### src/rtl/matmul_loader_ctrl.sv
// matmul_loader_ctrl: upstream sequencer for matrix_multiplier.
// Loads paired row/column elements into the ROW and COLUMN memories, then
// reads them back in order. It drives the MAC control strobes so they line up
// with the memory read latency and the accumulator latency.
module matmul_loader_ctrl #(
  parameter int In_W       = 32,
  parameter int In_D_Add_W = 4,
  parameter int In_Items   = 6,
  parameter int RD_LAT     = 1,
  parameter int MAC_LAT    = 1
) (
  input  logic                  clk,
  input  logic                  rst,
  input  logic                  start,
  input  logic                  s_valid,
  output logic                  s_ready,
  input  logic [In_W-1:0]       s_row,
  input  logic [In_W-1:0]       s_col,
  output logic                  ena_r,
  output logic                  wea_r,
  output logic                  ena_c,
  output logic                  wea_c,
  output logic [In_D_Add_W-1:0] addra_r,
  output logic [In_D_Add_W-1:0] addra_c,
  output logic [In_W-1:0]       din_r,
  output logic [In_W-1:0]       din_c,
  output logic                  enb_r,
  output logic                  enb_c,
  output logic [In_D_Add_W-1:0] addrb_r,
  output logic [In_D_Add_W-1:0] addrb_c,
  output logic                  clr,
  output logic                  en_MAC,
  output logic                  en_MAC_out,
  output logic                  busy,
  output logic                  done
);

  // Address of the last element. Both the write and the read counters stop here.
  localparam logic [In_D_Add_W-1:0] LAST_ADDR = In_D_Add_W'(In_Items - 1);

  // DRAIN covers the memory read latency plus the accumulator latency.
  localparam int DRAIN_LEN = RD_LAT + MAC_LAT;
  localparam int DR_W      = (DRAIN_LEN > 1) ? $clog2(DRAIN_LEN) : 1;
  localparam logic [DR_W-1:0] DRAIN_LAST = DR_W'(DRAIN_LEN - 1);

  typedef enum logic [2:0] {
    S_IDLE,
    S_LOAD,
    S_READ,
    S_DRAIN,
    S_DONE
  } state_e;

  state_e state_q, state_d;

  logic [In_D_Add_W-1:0] wr_cnt_q, wr_cnt_d;
  logic [In_D_Add_W-1:0] rd_cnt_q, rd_cnt_d;
  logic [DR_W-1:0]       drain_cnt_q, drain_cnt_d;
  logic                  clr_q, clr_d;
  logic [RD_LAT-1:0]     rd_pipe_q, rd_pipe_d;

  logic load_active;
  logic wr_fire;
  logic rd_active;

  // State register; an asynchronous reset abandons any transaction in flight.
  always_ff @(posedge clk or negedge rst) begin
    if (!rst) begin
      state_q <= S_IDLE;
    end else begin
      state_q <= state_d;
    end
  end

  // Counters, the registered clear pulse and the read-to-MAC delay line.
  always_ff @(posedge clk or negedge rst) begin
    if (!rst) begin
      wr_cnt_q    <= '0;
      rd_cnt_q    <= '0;
      drain_cnt_q <= '0;
      clr_q       <= 1'b0;
      rd_pipe_q   <= '0;
    end else begin
      wr_cnt_q    <= wr_cnt_d;
      rd_cnt_q    <= rd_cnt_d;
      drain_cnt_q <= drain_cnt_d;
      clr_q       <= clr_d;
      rd_pipe_q   <= rd_pipe_d;
    end
  end

  // Next-state logic. LOAD advances only on accepted pairs. READ and DRAIN run
  // for a fixed number of cycles.
  always_comb begin
    state_d = state_q;
    case (state_q)
      S_IDLE:  if (start) state_d = S_LOAD;
      S_LOAD:  if (wr_fire && (wr_cnt_q == LAST_ADDR)) state_d = S_READ;
      S_READ:  if (rd_cnt_q == LAST_ADDR) state_d = S_DRAIN;
      S_DRAIN: if (drain_cnt_q == DRAIN_LAST) state_d = S_DONE;
      S_DONE:  state_d = S_IDLE;
      default: state_d = S_IDLE;
    endcase
  end

  // Counter updates. Each counter is cleared when it hands off to the next
  // phase, so the next transaction starts from zero.
  always_comb begin
    wr_cnt_d    = wr_cnt_q;
    rd_cnt_d    = rd_cnt_q;
    drain_cnt_d = drain_cnt_q;
    clr_d       = 1'b0;
    rd_pipe_d   = (rd_pipe_q << 1) | RD_LAT'(rd_active);
    case (state_q)
      S_IDLE: begin
        if (start) begin
          clr_d    = 1'b1;
          wr_cnt_d = '0;
        end
      end
      S_LOAD: begin
        if (wr_fire) begin
          if (wr_cnt_q == LAST_ADDR) begin
            wr_cnt_d = '0;
            rd_cnt_d = '0;
          end else begin
            wr_cnt_d = wr_cnt_q + 1'b1;
          end
        end
      end
      S_READ: begin
        if (rd_cnt_q == LAST_ADDR) begin
          rd_cnt_d    = '0;
          drain_cnt_d = '0;
        end else begin
          rd_cnt_d = rd_cnt_q + 1'b1;
        end
      end
      S_DRAIN: begin
        if (drain_cnt_q == DRAIN_LAST) begin
          drain_cnt_d = '0;
        end else begin
          drain_cnt_d = drain_cnt_q + 1'b1;
        end
      end
      default: begin
        wr_cnt_d = wr_cnt_q;
      end
    endcase
  end

  // Output decode. Write data and addresses are forced to zero outside LOAD so
  // that nothing reaches the memories while a reset is active.
  always_comb begin
    load_active = (state_q == S_LOAD);
    rd_active   = (state_q == S_READ);
    wr_fire     = s_valid && load_active;

    s_ready    = load_active;
    ena_r      = wr_fire;
    wea_r      = wr_fire;
    ena_c      = wr_fire;
    wea_c      = wr_fire;
    addra_r    = load_active ? wr_cnt_q : '0;
    addra_c    = load_active ? wr_cnt_q : '0;
    din_r      = load_active ? s_row : '0;
    din_c      = load_active ? s_col : '0;

    enb_r      = rd_active;
    enb_c      = rd_active;
    addrb_r    = rd_active ? rd_cnt_q : '0;
    addrb_c    = rd_active ? rd_cnt_q : '0;

    clr        = clr_q;
    en_MAC     = rd_pipe_q[RD_LAT-1];
    en_MAC_out = (state_q == S_DRAIN) && (drain_cnt_q == DRAIN_LAST);
    busy       = (state_q != S_IDLE);
    done       = (state_q == S_DONE);
  end

endmodule

### config.mk
export PLATFORM = sky130hd
export DESIGN_NAME = matmul_loader_ctrl
export DESIGN_NICKNAME = d
export VERILOG_FILES = /design/src/rtl/matmul_loader_ctrl.sv
export SDC_FILE = /design/constraint.sdc
export NUM_CORES = 1
export LEC_CHECK = 0
export CORE_MARGIN = 1.5
export CORE_UTILIZATION = 27
export CTS_CLUSTER_DIAMETER = 40
export DETAILED_ROUTE_END_ITERATION = 6
export HOLD_SLACK_MARGIN = 0.1
export PLACE_DENSITY = 0.85
export SLEW_MARGIN = 15
export SYNTH_ARGS = -nofsm -noshare
export SYNTH_HDL_FRONTEND = slang
export SYNTH_SLANG_ARGS = --single-unit
### constraint.sdc
create_clock -name clk -period 2.6 [get_ports clk]
set_clock_uncertainty 0.2 [all_clocks]
set_input_delay 0.52 -clock clk [delete_from_list [all_inputs] [get_ports clk]]
set_output_delay 0.52 -clock clk [all_outputs]
set_load 0.02 [all_outputs]
==> flow_metrics.tcl, run 1 <==
set metrics [dict create \
    outcome "completed" \
    worstPathRequired_ns 1.88 \
    seq_area_sq_um 350 \
    crit_chain "buf_4 -> nor3b_4 -> buf_4 -> clkdlybuf4s50_1" \
    path_buf_inv 3 \
    critPathKind "reg2out" \
    timing.critical_path.slowest_cell_delay_ns 0.59 \
    finalCritPeriodShare_pct 97.0 \
    layout-drive-gt1-share_pct 8.95 \
    synthCells 169 \
    cts_tree "built" \
    finalSetupViolations 0 \
    clock_latency_ns 0.25 \
    cp_max_fo 8 \
    netlist_area_sq_mm 0.00136 \
    syn_nets 241 \
    nets 397 \
    synth_area_per_cell_sq_um 8.06 \
    dpl_cell_area_sq_mm 0.00299 \
    min_path_type "reg2reg" \
    drcViolationCount 0 \
    synthArstFlopShare_pct 100 \
    grt_max_degree 49 \
    cp_top_family "buffers and inverters" \
    path_clk_slew_ns 0.05 \
    rows 25 \
    synth-seq-cells 14 \
    postRouteWirelength_mm 5.24 \
    dp_hpwl_mm 4.37 \
    cts_buffers 3 \
    tightest_slew_ns 0.624 \
    antenna_found_initial 0 \
    max_cap_violations 0 \
    cellLeakagePower_uw 0.00157 \
    overflow 0 \
    cpMostUsedCell "buf_4" \
    area_growth_pct 119 \
    hold_viol 0 \
    critPathSlowestCell "clkdlybuf4s50_1" \
    grt_setup_unrepaired "false" \
    die_x_microns 74.0 \
    grt_pass1_wl_mm 6.96 \
    fillers 465 \
    final_cell_mix "dlygate4sd2_1, and2_1, clkdlybuf4s50_1, dfrtp_1, buf_4" \
    die_h_microns 74.0 \
    holdWs_ns 0.347 \
    route.vias.total 1672 \
    start_util_pct 28.5 \
    root_buffer "clkbuf_8" \
    io_pins 160 \
    relSlewSlack_pct 58.3 \
    grt_pass1_vias 1402 \
    startpoint_type "flop" \
    post-route-cell-area_sq_mm 0.00299 \
    slew_viol_final 0 \
    fmax_ghz 0.397 \
    synth_edf_count 0 \
    synth_cell_types 34 \
    vias_per_cell 4.28 \
    worstPathArrival_ns 1.80 \
    drtPass1Iterations 4 \
    synthFlopType "dfrtp_1" \
    cts_buffer_depth 2 \
    fp.dieArea_sq_mm 0.00548 \
    r2r_slack_ns 0.62 \
    end_kind "output pin" \
    multi_input_area_sq_um 871 \
    grt_usage_pct 16.3 \
    cts.htree.levels 1 \
    drtIter0Drc 18 \
    core_sq_mm 0.00479 \
    ys_seq_area_share_pct 25.7 \
    power_density_mw_per_mm2 980 \
    gp_congestion 0.744 \
    finalSetupTns_ns 0 \
    ys.warnings.count 0 \
    ir_drop_mv 0.541 \
    drt.antenna.violating_nets 0 \
    port-buffer-count 159 \
    cts-hold-fix-buffers 0 \
    final_common_cell "dlygate4sd2_1" \
    antenna_cells 0 \
    wl_per_cell_microns 13.4 \
    layout_min_cycle_time_ns 2.52 \
    cts.sinks 14 \
]
## stage by stage
stage          setup slack (ns)  utilization [%]  power [uW]  cells
6_report                 0.0782             62.5        2930    391
5_1_grt                  0.0106             62.5        3130    391
4_1_cts                0.000184             61.8        2890    389
3_5_place_dp             0.0172             62.4        2950    382
3_3_place_gp             0.0286             62.4        2920    382
2_1_floorplan             0.306                -        1800    169
## report_power, final
group / internal, uW / total, uW / leakage (uW) / switching, uW
registers: 306 / 402 / 0.000183 / 95.9
clock network: 134 / 212 / 0.0000288 / 77.4
logic: 1070 / 2320 / 0.00136 / 1250
## registers in the layout, indices dropped and copies added, names as in the netlist
name         count
clr              1
wr_cnt_q         4
state_q          3
rd_cnt_q         4
en_MAC           1
drain_cnt_q      1
## metal layers
metal | routed length, microns | track usage [%] | up-vias
met1 | 2010 | 18.7 | 748
met2 | 2710 | 29.5 | 71
met3 | 456 | 4.34 | 8
met5 | 0 | 0 | -
li1 | - | - | 845
met4 | 65 | 4.73 | 0
## cell usage after synthesis (2+ instances only)
cell type | instances | area [sq um]
nor3b_4 | 2 | 37.5
a21oi_1 | 3 | 15.0
a32o_1 | 2 | 20.0
dfrtp_1 | 14 | 350
nand2b_1 | 3 | 18.8
nand3_1 | 2 | 10.0
buf_4 | 12 | 90.1
clkbuf_1 | 6 | 22.5
nor2_1 | 4 | 15.0
o2bb2ai_1 | 2 | 17.5
and3_1 | 2 | 12.5
buf_2 | 4 | 20.0
inv_1 | 3 | 11.3
and2_1 | 73 | 457
o21ai_0 | 6 | 30.0
nand2_1 | 9 | 33.8
nand3b_1 | 2 | 15.0
ha_1 | 4 | 50.1
## final timing paths
check,start,depth (start not counted),endpoint
min reg2reg,drain_cnt_q$_DFFE_PN0P_,1,drain_cnt_q$_DFFE_PN0P_
min in group asynchronous,rst,1,rd_cnt_q[2]$_DFFE_PN0P_
max,state_q[2]$_DFFE_PN0P_,4,enb_r
min,drain_cnt_q$_DFFE_PN0P_,1,drain_cnt_q$_DFFE_PN0P_
max in group asynchronous,rst,1,clr$_DFF_PN0_
max reg2reg,state_q[2]$_DFFE_PN0P_,7,state_q[0]$_DFFE_PN0P_
## timing repair
| action | 4_1_cts | 5_1_grt |
|---|---|---|
| setup endpoints to repair | 86 | 10 |
| resized for setup | 85 | 8 |
| buffers inserted | 3 | 1 |
| gates cloned | 0 | 1 |
## cell type report
| type | count | share of cell area (%) |
|---|---|---|
| flip-flops and latches | 14 | 11.7 |
| repair buffers | 173 | 54.1 |
| inverters | 3 | 0.377 |
| well taps | 67 | 2.80 |
| clock buffers | 4 | 1.84 |
| multi-input cells | 130 | 29.1 |
## kinds of logic (layout without fill, tap and decap cells)
logic type / after synthesis / count (layout) / synth area share (%)
DFF: 14 / 14 / 25.7
adders and majority gates: 4 / 4 / 3.67
and+or+nand+nor: 105 / 105 / 48.1
muxes: 2 / 2 / 1.65
AOI/OAI and AO/OA: 19 / 19 / 10.3
buffers and inverters: 25 / 180 / 10.6
Power figures use the tool's default switching activity.
==> run 2: changes to the inputs <==
- ABC_CLOCK_PERIOD_IN_PS: unset -> 2600
- CTS_CLUSTER_SIZE: unset -> 20
==> results of run 2 <==
Final layout, timing and power as in run 1 (identical DEF).
